**src/rtl/ps2_keyboard_receiver.sv**
```systemverilog
// rtl/ps2_keyboard_receiver.sv - PS/2 keyboard receiver with clock filter, deframer and jump-key decode
module ps2_keyboard_receiver #(
    parameter int          FILTER_LEN     = 8,
    parameter int          TIMEOUT_CYCLES = 10000,
    parameter logic [7:0]  JUMP_CODE      = 8'h29
) (
    input  logic       clk,
    input  logic       reset,
    input  logic       ps2_clk,
    input  logic       ps2_data,
    output logic [7:0] scan_code,
    output logic       code_valid,
    output logic       frame_error,
    output logic       jump,
    output logic       jump_held
);

    localparam int         TW       = $clog2(TIMEOUT_CYCLES + 1);
    localparam logic [8:0] FLT_LEN9 = 9'(FILTER_LEN);
    localparam logic [TW-1:0] TO_LAST = TW'(TIMEOUT_CYCLES - 1);

    typedef enum logic [1:0] {IDLE, DATA, PARITY, STOP} state_t;

    logic          clk_s1_q, clk_s2_q, dat_s1_q, dat_s2_q;
    logic [7:0]    flt_cnt_q, flt_cnt_d;
    logic          filt_q, filt_d;
    logic          filt_prev_q;
    logic          fall;
    state_t        state_q, state_d;
    logic [2:0]    bit_cnt_q, bit_cnt_d;
    logic [7:0]    shift_q, shift_d;
    logic          parity_q, parity_d;
    logic [TW-1:0] to_cnt_q, to_cnt_d;
    logic [7:0]    scan_code_q, scan_code_d;
    logic          code_valid_q, code_valid_d;
    logic          frame_error_q, frame_error_d;
    logic          jump_q, jump_d;
    logic          jump_held_q, jump_held_d;
    logic          brk_pend_q, brk_pend_d;
    logic          ext_pend_q, ext_pend_d;

    assign fall        = filt_prev_q & ~filt_q;
    assign scan_code   = scan_code_q;
    assign code_valid  = code_valid_q;
    assign frame_error = frame_error_q;
    assign jump        = jump_q;
    assign jump_held   = jump_held_q;

    // Filtered clock follows the synchronized clock only after it holds a new level FILTER_LEN cycles
    always_comb begin
        flt_cnt_d = '0;
        filt_d    = filt_q;
        if (clk_s2_q != filt_q) begin
            if ({1'b0, flt_cnt_q} + 9'd1 == FLT_LEN9) begin
                filt_d = clk_s2_q;
            end else begin
                flt_cnt_d = flt_cnt_q + 8'd1;
            end
        end
    end

    // Deframing FSM, inter-edge timeout and prefix/jump-key tracking
    always_comb begin
        state_d       = state_q;
        bit_cnt_d     = bit_cnt_q;
        shift_d       = shift_q;
        parity_d      = parity_q;
        to_cnt_d      = '0;
        scan_code_d   = scan_code_q;
        code_valid_d  = 1'b0;
        frame_error_d = 1'b0;
        jump_d        = 1'b0;
        jump_held_d   = jump_held_q;
        brk_pend_d    = brk_pend_q;
        ext_pend_d    = ext_pend_q;
        if (fall) begin
            // a falling edge always wins over a coincident timeout
            case (state_q)
                IDLE: begin
                    if (!dat_s2_q) begin
                        state_d   = DATA;
                        bit_cnt_d = 3'd0;
                    end
                end
                DATA: begin
                    shift_d   = {dat_s2_q, shift_q[7:1]};
                    bit_cnt_d = bit_cnt_q + 3'd1;
                    if (bit_cnt_q == 3'd7) begin
                        state_d = PARITY;
                    end
                end
                PARITY: begin
                    parity_d = dat_s2_q;
                    state_d  = STOP;
                end
                STOP: begin
                    state_d = IDLE;
                    if (dat_s2_q && (^{shift_q, parity_q})) begin
                        scan_code_d  = shift_q;
                        code_valid_d = 1'b1;
                        if (shift_q == 8'hF0) begin
                            brk_pend_d = 1'b1;
                        end else if (shift_q == 8'hE0) begin
                            ext_pend_d = 1'b1;
                        end else begin
                            brk_pend_d = 1'b0;
                            ext_pend_d = 1'b0;
                            if (!ext_pend_q && shift_q == JUMP_CODE) begin
                                if (brk_pend_q) begin
                                    jump_held_d = 1'b0;
                                end else if (!jump_held_q) begin
                                    jump_d      = 1'b1;
                                    jump_held_d = 1'b1;
                                end
                            end
                        end
                    end else begin
                        frame_error_d = 1'b1;
                        brk_pend_d    = 1'b0;
                        ext_pend_d    = 1'b0;
                    end
                end
                default: state_d = IDLE;
            endcase
        end else if (state_q != IDLE) begin
            if (to_cnt_q == TO_LAST) begin
                state_d       = IDLE;
                frame_error_d = 1'b1;
                brk_pend_d    = 1'b0;
                ext_pend_d    = 1'b0;
            end else begin
                to_cnt_d = to_cnt_q + 1'b1;
            end
        end
    end

    // State registers; line-side flops reset to the idle-high level
    always_ff @(posedge clk or negedge reset) begin
        if (!reset) begin
            clk_s1_q      <= 1'b1;
            clk_s2_q      <= 1'b1;
            dat_s1_q      <= 1'b1;
            dat_s2_q      <= 1'b1;
            flt_cnt_q     <= '0;
            filt_q        <= 1'b1;
            filt_prev_q   <= 1'b1;
            state_q       <= IDLE;
            bit_cnt_q     <= '0;
            shift_q       <= '0;
            parity_q      <= 1'b0;
            to_cnt_q      <= '0;
            scan_code_q   <= '0;
            code_valid_q  <= 1'b0;
            frame_error_q <= 1'b0;
            jump_q        <= 1'b0;
            jump_held_q   <= 1'b0;
            brk_pend_q    <= 1'b0;
            ext_pend_q    <= 1'b0;
        end else begin
            clk_s1_q      <= ps2_clk;
            clk_s2_q      <= clk_s1_q;
            dat_s1_q      <= ps2_data;
            dat_s2_q      <= dat_s1_q;
            flt_cnt_q     <= flt_cnt_d;
            filt_q        <= filt_d;
            filt_prev_q   <= filt_q;
            state_q       <= state_d;
            bit_cnt_q     <= bit_cnt_d;
            shift_q       <= shift_d;
            parity_q      <= parity_d;
            to_cnt_q      <= to_cnt_d;
            scan_code_q   <= scan_code_d;
            code_valid_q  <= code_valid_d;
            frame_error_q <= frame_error_d;
            jump_q        <= jump_d;
            jump_held_q   <= jump_held_d;
            brk_pend_q    <= brk_pend_d;
            ext_pend_q    <= ext_pend_d;
        end
    end

endmodule

```
**config.mk**
```make
export PLATFORM = sky130hd
export DESIGN_NAME = ps2_keyboard_receiver
export DESIGN_NICKNAME = d
export VERILOG_FILES = /design/src/rtl/ps2_keyboard_receiver.sv
export SDC_FILE = /design/constraint.sdc
export NUM_CORES = 1
export LEC_CHECK = 0
export CAP_MARGIN = 30
export CORE_MARGIN = 2
export CORE_UTILIZATION = 40
export DETAILED_ROUTE_END_ITERATION = 8
export SLEW_MARGIN = 20
export SYNTH_ARGS = -nofsm -noshare
export SYNTH_HDL_FRONTEND = slang
export SYNTH_SLANG_ARGS = --single-unit
```
**constraint.sdc**
```tcl
create_clock -name clk -period 3.12 [get_ports clk]
set_clock_uncertainty 0.15 [all_clocks]
set_input_delay 0.624 -clock clk [delete_from_list [all_inputs] [get_ports clk]]
set_output_delay 0.624 -clock clk [all_outputs]
set_load 0.02 [all_outputs]
```
* After elaboration in Yosys (flattened, before gate mapping)
Index checks and enable logic that the tools add are counted.
** Cells by class
- Add/sub/neg operators :: 4
- Equality and inequality tests :: 16
- Muxes and demuxes :: 42
- Bitwise operators :: 4
- Reduce and logical (&&, ||, !) cells :: 18
** Operator list (count)
- $mux W14 :: 3
- $mux W1 :: 29
- $eq A8 B8 Y1 const B :: 2
- $mux W8 :: 2
- $add A14 B1 Y14 const B :: 1
- $eq A14 B14 Y1 const B :: 1
- $reduce_and A4 Y1 :: 3
- $mux W2 :: 5
- $add A8 B1 Y9 const B :: 1
- $eq A9 B4 Y1 const B :: 1
- $ne A3 B3 Y1 const B :: 3
- $reduce_xor A9 Y1 :: 1
- $add A8 B1 Y8 const B :: 1
- $eq A8 B6 Y1 const B :: 1
- $pmux W2 S4 :: 1
- $reduce_bool A2 Y1 :: 4
- $pmux W3 S2 :: 1
- $reduce_and A2 Y1 :: 3
- $reduce_and A3 Y1 :: 2
- $reduce_and A6 Y1 :: 1
- $eq A2 B2 Y1 const B :: 2
- $ne A4 B4 Y1 const B :: 1
- $add A3 B1 Y3 const B :: 1
- $eq A3 B3 Y1 const B :: 1
- other kinds (10) :: 13
** Word-level totals
- Bits in registers :: 56
- Word-level logic and storage cells :: 103

* Longest topological paths before layout
Gate-level depths: netlist of the first run.
- Depth in word-level cells :: 8
- Gate-level depth with buffers :: 7

* Worst setup path before layout of the first run
No wires, ideal clock.
- Path type :: register to register
- Start :: reg shift_q[3]
- End :: reg scan_code_q[0] (netlist: scan_code[0])
- Library setup time :: 0.125 ns
- Arrival :: 1.712 ns
- Required time :: 2.845 ns
- Setup slack :: 1.134 ns
- Cell stages (with the launch flop) :: 6
- Period minus slack after synthesis :: 1.986 ns
- Cell sequence :: dfrtp_1 xnor2_1 xnor3_1 xnor2_2 nand4_4 mux2_2
** On the way
- Word-level cells in the longest chain between the ends :: 3
** Ends and longest elaborated chain
- start: declaration :: line 31 : logic [7:0] shift_q, shift_d;
- start signal: assignment :: line 169 : shift_q <= shift_d;
- $reduce_xor A9 Y1 :: line 98 : if (dat_s2_q && (^{shift_q, parity_q})) begin
- $logic_and A1 B1 Y1 :: line 98
- $reduce_and A3 Y1 (no source line)
- end signal: assignment :: line 172 : scan_code_q <= scan_code_d;
- end: declaration :: line 34 : logic [7:0] scan_code_q, scan_code_d;
No other way between the ends.
A chain may end at the register's enable or synchronous reset.

* Worst setup path after layout of the first run
- Start :: reg to_cnt_q[7]
- End :: reg ext_pend_q
** On the way
- Word-level cells in the longest chain between the ends :: 3
** Ends and longest elaborated chain
- start: declaration :: line 33 : logic [TW-1:0] to_cnt_q, to_cnt_d;
- start signal: assignment :: line 171 : to_cnt_q <= to_cnt_d;
- $eq A14 B14 Y1 :: line 126 : if (to_cnt_q == TO_LAST) begin
- $reduce_bool A2 Y1 (no source line)
- $reduce_and A4 Y1 (no source line)
- end signal: assignment :: line 178 : ext_pend_q <= ext_pend_d;
- end: declaration :: line 40 : logic ext_pend_q, ext_pend_d;
No other way between the ends.

==> summary.md, run 1 <==
| Metric | Value |
|---|---|
| Status | finished, final reports clean |
| Worst hold-check path type | input port to async pin |
| Starting density of the core | 41.2% |
| Worst EP required | 3.18 ns |
| Htree depth | 2 |
| Max Clk Rate | 459 MHz |
| Number of synthesized flops with an enable pin | 0 |
| Drt first pass iters | 4 |
| Final setup viols | 0 |
| # diodes | 0 |
| CP startpoint kind | register |
| # Post-CTS Setup Buffers | 0 |
| RSZ-0062 raised after global routing | no |
| First-pass GRT wire length | 7700 um |
| Arrival @ worst endpoint | 2.24 ns |
| DR DRC count | 0 |
| Final ANT Viol Nets | 0 |
| Final Cycle Share | 69.8% |
| Number of global-route vias before repair | 1661 |
| Synth warnings | 0 |
| Num CTS Buffers | 5 |
| Async S/R FF share, synth | 100% |
| Pleak | 1.34 nW |
| Synth Net Count | 238 |
| DR iter-0 viols | 87 |
| All-layer global routing usage | 13.4% |
| Die X | 84.7 um |
| Slew Limit Fails | 0 |
| CP max stage cell | or4b_1 |
| Die Y-Extent | 84.7 um |
| Netlist Area Pre-Place | 2600 um^2 |
| Clock Tree Buf Depth | 2 |
| Detailed placer's ending HPWL | 2900 um |
| Dpl ws | 0.929 ns |
| Crit-path cells | or4b_1, nor4_1, a22oi_1, a41o_2, o21a_1 |
| Rows | 29 |
| Commonest non-fill, non-tap cell in the layout | dfrtp_1 |
| Clk Latency, worst-skew pair | 0.31 ns |
| Pwr/cell area | 429 nW/um^2 |
| Mean Syn Cell Area | 11.6 um^2 |
| Largest net degree at the start of global routing | 45 |
| Final setup margin | 0.941 ns |
| Clock sink count | 56 |
| Total routed wirelength | 4150 um |
| Area of the multi-input gates | 1140 um^2 |
| CTS clk-pin slew, worst paths | 0.11 ns |
| Max-capacitance violation count | 0 |
| Critical Path Fanout Max | 6 |
| Nets | 258 |
| Placer's final routability congestion estimate | 0.777 |
| Share of layout cells above drive strength 1 | 17.5% |
| Die area | 7170 um^2 |
| Top_reg_cell synth | dfrtp_1 |
| Final Hold Vio Count | 0 |
| Hold Buf Count CTS | 0 |
| Design Area, Final | 2960 um^2 |
| GRT Residual Overflow | 0 |
| Fill cells | 598 |
| Worst vdd ir | 0.000258 V |
| Most frequent cells in the layout | dfrtp_1, nor2_1, mux2_2 |
| Routed vias | 1640 |
| Slew headroom | 64.1% |
| Post-synth cell types | 42 |
| Worst path max stage delay | 0.52 ns |
| I/O pin total | 16 |
| Seq. cell area | 1410 um^2 |
| Synth Register Bits | 56 |
| Initial antenna violation count | 0 |
| Cts repair resizes | 0 |
| Via density | 5.08 |
| Per-cell routed wire length | 12.9 um |
| Post-synthesis sequential area ratio | 54.1% |
| Setup TNS | 0 ns |
| TritonCTS clock tree | done |
| Root Buffer | clkbuf_8 |
| Port Buf Inserts | 15 |
| Tmin final | 2.18 ns |
| Synthesis-to-finish area growth | 13.8% |
| Worst-Margin Slew | 0.538 ns |
| Critical path class | register to register |
| Core ar. | 6310 um^2 |
| Crit. End Element | register |
| Cell Area, Placed | 2840 um^2 |
| Post-synthesis cell count | 225 |
[path summary, 6_finish.rpt]
| check | depth (start not counted) | start | slack, ns | end |
|---|---|---|---|---|
| hold / removal | 1 | reset | 0.12 | code_valid |
| setup / recovery | 5 | to_cnt_q[7] | 0.94 | ext_pend_q |
| min in group clk | 0 | clk_s1_q | 0.21 | clk_s2_q |
| hold reg to reg | 0 | clk_s1_q | 0.21 | clk_s2_q |
| max in group asynchronous | 2 | reset | 2.15 | to_cnt_q[5] |
| setup reg to reg | 5 | to_cnt_q[7] | 0.94 | ext_pend_q |
[state kept, by name, indices dropped and copies added, names as in the netlist, 2 cells and up]
name and flops:
bit_cnt_q 3, flt_cnt_q 8, scan_code 8, shift_q 8, state_q 2, to_cnt_q 14
[logic make-up (layout without fill, tap and decap cells)]
family	count (synthesis)	count (layout)	share of synthesized area, %
mux	19	19	8.17
simple gates	83	83	16.2
xor+xnor	25	25	9.23
compound gates	21	21	6.01
flops	56	56	54.1
buf+inv	12	33	1.92
fa+ha+maj	9	9	4.32
[critical path, delay by kind of cell, from the launching register on]
| family | cells | cell delay, ns |
|---|---|---|
| and+or+nand+nor | 2 | 0.89 |
| AOI/OAI and AO/OA | 3 | 0.62 |
| DFF | 1 | 0.44 |
[where the power goes]
| group | leakage (nW) | switching (W) | internal, W |
|---|---|---|---|
| combinational | 0.524 | 0.0000259 | 0.0000139 |
| clock | 0.0583 | 0.000242 | 0.000242 |
| sequential | 0.759 | 0.00000938 | 0.000737 |
| total | 1.34 | 0.000277 | 0.000993 |
[metal layers]
layer / vias up / part of all wire (%) / global-route usage (%)
li1: 819 / - / -
met1: 796 / 51 / 18.6
met5: - / 0 / 0
met4: 0 / 1.7 / 5.19
met2: 19 / 44 / 20.4
met3: 6 / 3.2 / 3.24
[final cells by class]
type,count,share of cell area [%]
clock buffers,5,2.32
clock inverters,3,1.60
inverters,7,0.887
multi-input cells,157,38.6
flip-flops and latches,56,47.6
well taps,77,3.25
repair buffers,18,5.74
[cell usage after synthesis, types with 2 or more instances]
cell,count,share of area (%)
dfrtp_1,50,48
ha_1,9,4.3
nor4_1,3,0.72
xor2_1,10,3.4
buf_2,3,0.58
mux2_2,18,7.8
and4_1,2,0.67
a32o_1,2,0.77
or3_1,2,0.48
a22o_1,2,0.67
nor2b_1,3,0.72
nand3_1,10,1.9
xnor2_1,13,4.4
dfstp_2,6,6.1
o21a_1,2,0.58
a21oi_1,2,0.38
nand4_1,4,0.96
inv_1,7,1.0
or2_2,2,0.48
o21ai_0,6,1.2
nor2_1,32,4.6
and3_1,6,1.4
nand2_1,12,1.7
[stage by stage]
step	std cells	hold WS [ns]	total power, W	utilization (%)
floorplan	225	0.178	0.000777	-
global placement	315	0.196	0.000801	45.0
detailed placement	315	0.197	0.000802	45.0
CTS	323	0.212	0.00130	46.9
global route	323	0.174	0.00133	46.9
finish	323	0.124	0.00127	46.9
Power figures use the tool's default switching activity.
==> run 2, diff against run 1 <==
clock period = 2.1 ns   (was 3.12 ns; I/O delays follow)
==> run 2 against run 1 <==
Final cell count grew 5.3%. Sequential power is 49% higher. Maximum frequency rose by 5.5%. Setup slack lost 0.91 ns. Sequential share of layout area is 2.5 points lower. Clock power rose by 24%. Register-to-register slack worse by 0.91 ns. Flip-flop and latch count unchanged. Non-clock buffer count up 16. Via count increased by 4.8%. Critical endpoint is now scan_code[4]. Largest power group unchanged. Highest routed layer unchanged.
==> summary.md, run 2 (synthesis gave the netlist of run 1 again) <==
| Metric | Value |
|---|---|
| Critical Path Fanout Max | 5 |
| Worst-Margin Slew | 0.431 ns |
| Die X | 84.7 um |
| Nets | 275 |
| Most frequent cells in the layout | dfrtp_1, nor2_1, mux2_2 |
| I/O pin total | 16 |
| Tmin final | 2.06 ns |
| Num CTS Buffers | 5 |
| Placer's final routability congestion estimate | 0.826 |
| Die Y-Extent | 84.7 um |
| Cell Area, Placed | 2940 um^2 |
| Final ANT Viol Nets | 0 |
| Number of global-route vias before repair | 1689 |
| Worst EP required | 2.14 ns |
| Starting density of the core | 41.2% |
| Total routed wirelength | 4320 um |
| Pwr/cell area | 566 nW/um^2 |
| # diodes | 0 |
| Via density | 5.06 |
| Final Hold Vio Count | 0 |
| All-layer global routing usage | 13.2% |
| Initial antenna violation count | 0 |
| Die area | 7170 um^2 |
| Max reg flops | 14 |
| Slew Limit Fails | 0 |
| Max Clk Rate | 484 MHz |
| TritonCTS clock tree | done |
| Clk Latency, worst-skew pair | 0.29 ns |
| Worst vdd ir | 0.000327 V |
| Max-capacitance violation count | 0 |
| Status | finished, final reports clean |
| Drt first pass iters | 4 |
| DR iter-0 viols | 67 |
| Core ar. | 6310 um^2 |
| Clock sink count | 56 |
| Setup TNS | 0 ns |
| Clock Tree Buf Depth | 2 |
| Routed vias | 1719 |
| First-pass GRT wire length | 7690 um |
| Critical path class | register to register |
| Synthesis-to-finish area growth | 20.3% |
| Final setup viols | 0 |
| Largest net degree at the start of global routing | 29 |
| CP startpoint kind | register |
| DR DRC count | 0 |
| Slew headroom | 71.0% |
| Arrival @ worst endpoint | 2.11 ns |
| Rows | 29 |
| Top reg by flops | to_cnt_q |
| Worst hold-check path type | register to register |
| Port Buf Inserts | 15 |
| Root Buffer | clkbuf_8 |
| Per-cell routed wire length | 12.7 um |
| Share of layout cells above drive strength 1 | 23.6% |
| Htree depth | 2 |
| CTS clk-pin slew, worst paths | 0.10 ns |
| Commonest non-fill, non-tap cell in the layout | dfrtp_1 |
| Final Cycle Share | 98.3% |
| Design Area, Final | 3130 um^2 |
| Detailed placer's ending HPWL | 3030 um |
| Pleak | 1.45 nW |
| RSZ-0062 raised after global routing | yes |
| Crit. End Element | register |
| GRT Residual Overflow | 0 |
run 2: final cells by class:
type / count / area (um^2)
Timing Repair Buffer: 34 / 307
Sequential cell: 56 / 1410
Fill cell: 563 / 3180
Multi-Input combinational cell: 158 / 1200
Clock buffer: 6 / 82.6
Clock inverter: 2 / 13.8
Inverter: 7 / 26.3
Tap cell: 77 / 96.3
run 2: per-layer routing:
layer	part of all wire, %	GRT usage, %
met5	0	0
met1	49	18.9
met2	47	20.3
met4	1.0	3.61
met3	3.2	3.15
run 2: per-stage QoR:
stage | std cells | setup WS, ns | total power [W] | utilization, % | hold slack, ns
global placement | 326 | 0.0579 | 0.00119 | 46.6 | 0.196
floorplan | 225 | 0.114 | 0.00115 | - | -0.0256
global route | 340 | -0.0455 | 0.00187 | 49.6 | 0.222
finish | 340 | 0.0351 | 0.00177 | 49.6 | 0.210
detailed placement | 326 | 0.0238 | 0.00119 | 46.6 | 0.197
CTS | 335 | 0.0148 | 0.00181 | 48.2 | 0.212
run 2: power breakdown:
part           internal [W]  leakage [nW]  total [W]  switching, W
Combinational     0.0000218         0.638  0.0000614     0.0000396
Sequential          0.00110         0.757    0.00111     0.0000148
Clock              0.000270        0.0516   0.000601      0.000331
Total               0.00139          1.45    0.00177      0.000385
run 2: timing repair:
item | in CTS | in global routing
hold buffers | 1 | 0
resized for setup | 0 | 8
buffers inserted | 0 | 4
endpoints found under the hold margin | 50 | 0
endpoints found under the setup margin | 0 | 8
run 2: worst max-delay path, stage by stage, from the launching register on:
cell     delay (ns)
dfrtp_2        0.45
xnor2_2        0.15
xnor3_1        0.44
xnor2_2        0.15
buf_4          0.16
nand4_4        0.10
mux2_2         0.35
run 2: worst paths after layout:
check                      startpoint  slack (ns)      endpoint  cells past startpoint
max in group asynchronous       reset        0.98      dat_s2_q                      3
max                        shift_q[5]        0.04  scan_code[4]                      6
min                          clk_s1_q        0.21      clk_s2_q                      0
min reg2reg                  clk_s1_q        0.21      clk_s2_q                      0
min in group asynchronous       reset        0.51    code_valid                      3
max reg2reg                shift_q[5]        0.04  scan_code[4]                      6
==> run 3, diff against run 2 <==
CAP_MARGIN = 20   (was 30)
MAX_ROUTING_LAYER = met4   (was default)
clock period = 1.7 ns   (was 2.1 ns; I/O delays follow)
==> run 3 against run 2 <==
Critical path type unchanged. The run now ends with negative setup slack left. Maximum frequency decreased by 1.1%. Sequential share of layout area is 6.1 points lower. First-iteration DRC count is 13% lower. Via count rose by 6.5%. Register-to-register slack lost 0.42 ns. Setup slack got worse by 0.42 ns. Hold slack hardly changed. Flip-flop and latch count did not move. Sequential power grew 23%. Global-route usage grew 2.1 points. Critical path depth fell by 1. Clock-buffer cell count grew 2. Highest routed layer unchanged.
==> summary.md, run 3 (synthesis gave the netlist of run 1 again) <==
| Metric | Value |
|---|---|
| Status | finished, violations left |
| Failing checks | negative setup slack |
| Max reg flops | 14 |
| Largest net degree at the start of global routing | 57 |
| Starting density of the core | 41.2% |
| # diodes | 0 |
| Share of layout cells above drive strength 1 | 44.2% |
| HP Start | dat_s1_q |
| FF-to-FF Start | shift_q[2] |
| Max Clk Rate | 479 MHz |
| Root Buffer | clkbuf_8 |
| Final ANT Viol Nets | 0 |
| Top reg by flops | to_cnt_q |
| Post-Layout Cell Count | 371 |
| DR iter-0 viols | 58 |
| Number of global-route vias before repair | 1858 |
| Tmin final | 2.09 ns |
| Critical path class | register to register |
| Rows | 29 |
| Placer's final routability congestion estimate | 0.806 |
| Drt first pass iters | 4 |
| Final setup margin | -0.388 ns |
| Critical Path Fanout Max | 4 |
| Clock sink count | 56 |
| Slew headroom | 77.5% |
| DR DRC count | 0 |
| RSZ-0062 raised after global routing | yes |
| CP max stage cell | xnor3_2 |
| Hold path depth | 0 |
| Worst EP required | 1.75 ns |
| Nets | 306 |
| Routed vias | 1830 |
| Via density | 4.93 |
| Die X | 84.7 um |
| Most frequent cells in the layout | dfrtp_1, buf_4, mux2_2 |
| First-pass GRT wire length | 8540 um |
| Htree depth | 2 |
| Detailed placer's ending HPWL | 3330 um |
| Reg2Reg Depth | 5 |
| Worst hold-check path type | register to register |
| Final setup viols | 30 |
| GRT Residual Overflow | 0 |
| Max-capacitance violation count | 0 |
| Commonest non-fill, non-tap cell in the layout | dfrtp_1 |
| Final Hold Vio Count | 0 |
| Per-cell routed wire length | 13.3 um |
| Reg2reg end | scan_code[4] |
| I/O pin total | 16 |
| Pwr/cell area | 625 nW/um^2 |
| Worst-Margin Slew | 0.336 ns |
| Synthesis-to-finish area growth | 39.0% |
| Die Y-Extent | 84.7 um |
| Crit-path cells | xnor2_2, xnor3_2, xnor2_4, nand4_4, mux2_4 |
| Clock Tree Buf Depth | 2 |
| Core ar. | 6310 um^2 |
| CTS clk-pin slew, worst paths | 0.10 ns |
| Initial antenna violation count | 0 |
| R2r setup slk | -0.39 ns |
| CP startpoint kind | register |
| Clk Latency, worst-skew pair | 0.30 ns |
| All-layer global routing usage | 15.3% |
| Worst vdd ir | 0.000345 V |
| Port Buf Inserts | 15 |
| Die area | 7170 um^2 |
| Pleak | 1.71 nW |
| Worst path max stage delay | 0.49 ns |
| Pwr Total | 0.00226 W |
| End of the worst hold path | dat_s2_q |
| Post-Place Cells | 355 |
| TritonCTS clock tree | done |
| Arrival @ worst endpoint | 2.13 ns |
| Slew Limit Fails | 0 |
| Final Cycle Share | 123% |
| Num CTS Buffers | 5 |
| Total routed wirelength | 4930 um |
| Crit. End Element | register |
run 3: changes by cell type in the layout (fill, tap and decap cells not counted), sizes merged:
cell	previous run	this run
dlygate4sd2	0	11
inv	8	7
buf	19	50
clkbuf	6	8
dlymetal6s2s	0	1
clkdlybuf4s50	14	2
clkinv	1	0
run 3: layout make-up:
cell class,count,area (um^2)
Fill cell,531,2690
Multi-Input combinational cell,158,1420
Timing Repair Buffer,65,568
Clock buffer,8,100
Tap cell,77,96.3
Sequential cell,56,1410
Inverter,7,26.3
run 3: stage by stage:
step	hold slack (ns)	utilization (%)	setup WS, ns	TNS [ns]	cell area, um^2
after floorplan	-0.106	-	-0.257	-3.59	2650
after global placement	0.197	50.9	-0.288	-4.86	3210
after detailed placement	0.199	50.9	-0.330	-5.45	3210
after CTS	0.213	54.0	-0.336	-5.96	3410
after global routing	0.219	57.3	-0.456	-9.34	3620
final	0.210	57.3	-0.388	-6.66	3620
run 3: power breakdown:
part           total, W  internal (W)  switching [W]
Clock          0.000772      0.000373       0.000400
Combinational  0.000119     0.0000556      0.0000637
Sequential      0.00137       0.00135      0.0000181
run 3: what timing repair did:
item	CTS	global route
setup endpoints to repair	47	41
pin swaps	7	16
hold endpoints to repair	50	0
hold buffers	1	0
cloned	1	1
gates resized for setup	25	42
buffers inserted	5	3
run 3: worst max path at each step:
stage / startpoint / to / slack, ns / depth (start not counted)
floorplan: shift_q[4] / scan_code[0] / -0.26 / 5
global placement: shift_q[4] / scan_code[4] / -0.29 / 5
detailed placement: shift_q[4] / scan_code[3] / -0.33 / 5
CTS: shift_q[4] / scan_code[3] / -0.34 / 5
global route: shift_q[2] / scan_code[4] / -0.46 / 5
finish: shift_q[2] / scan_code[4] / -0.39 / 5
run 3: layer usage:
metal / track usage, % / routed length, um / share of wire [%] / up-vias
li1: - / - / - / 916
met1: 19.4 / 2340 / 47 / 888
met2: 25.4 / 2430 / 49 / 19
met3: 2.95 / 108 / 2.2 / 7
met4: 3.90 / 56 / 1.1 / 0
met5: - / 0 / 0 / -
run 3: worst max-delay path: cells and delay by family, from the launching register on:
kind             cells  cell delay, ns
XOR/XNOR             3            0.94
multiplexers         1            0.32
AND/OR/NAND/NOR      1            0.15
flip-flops           1            0.42
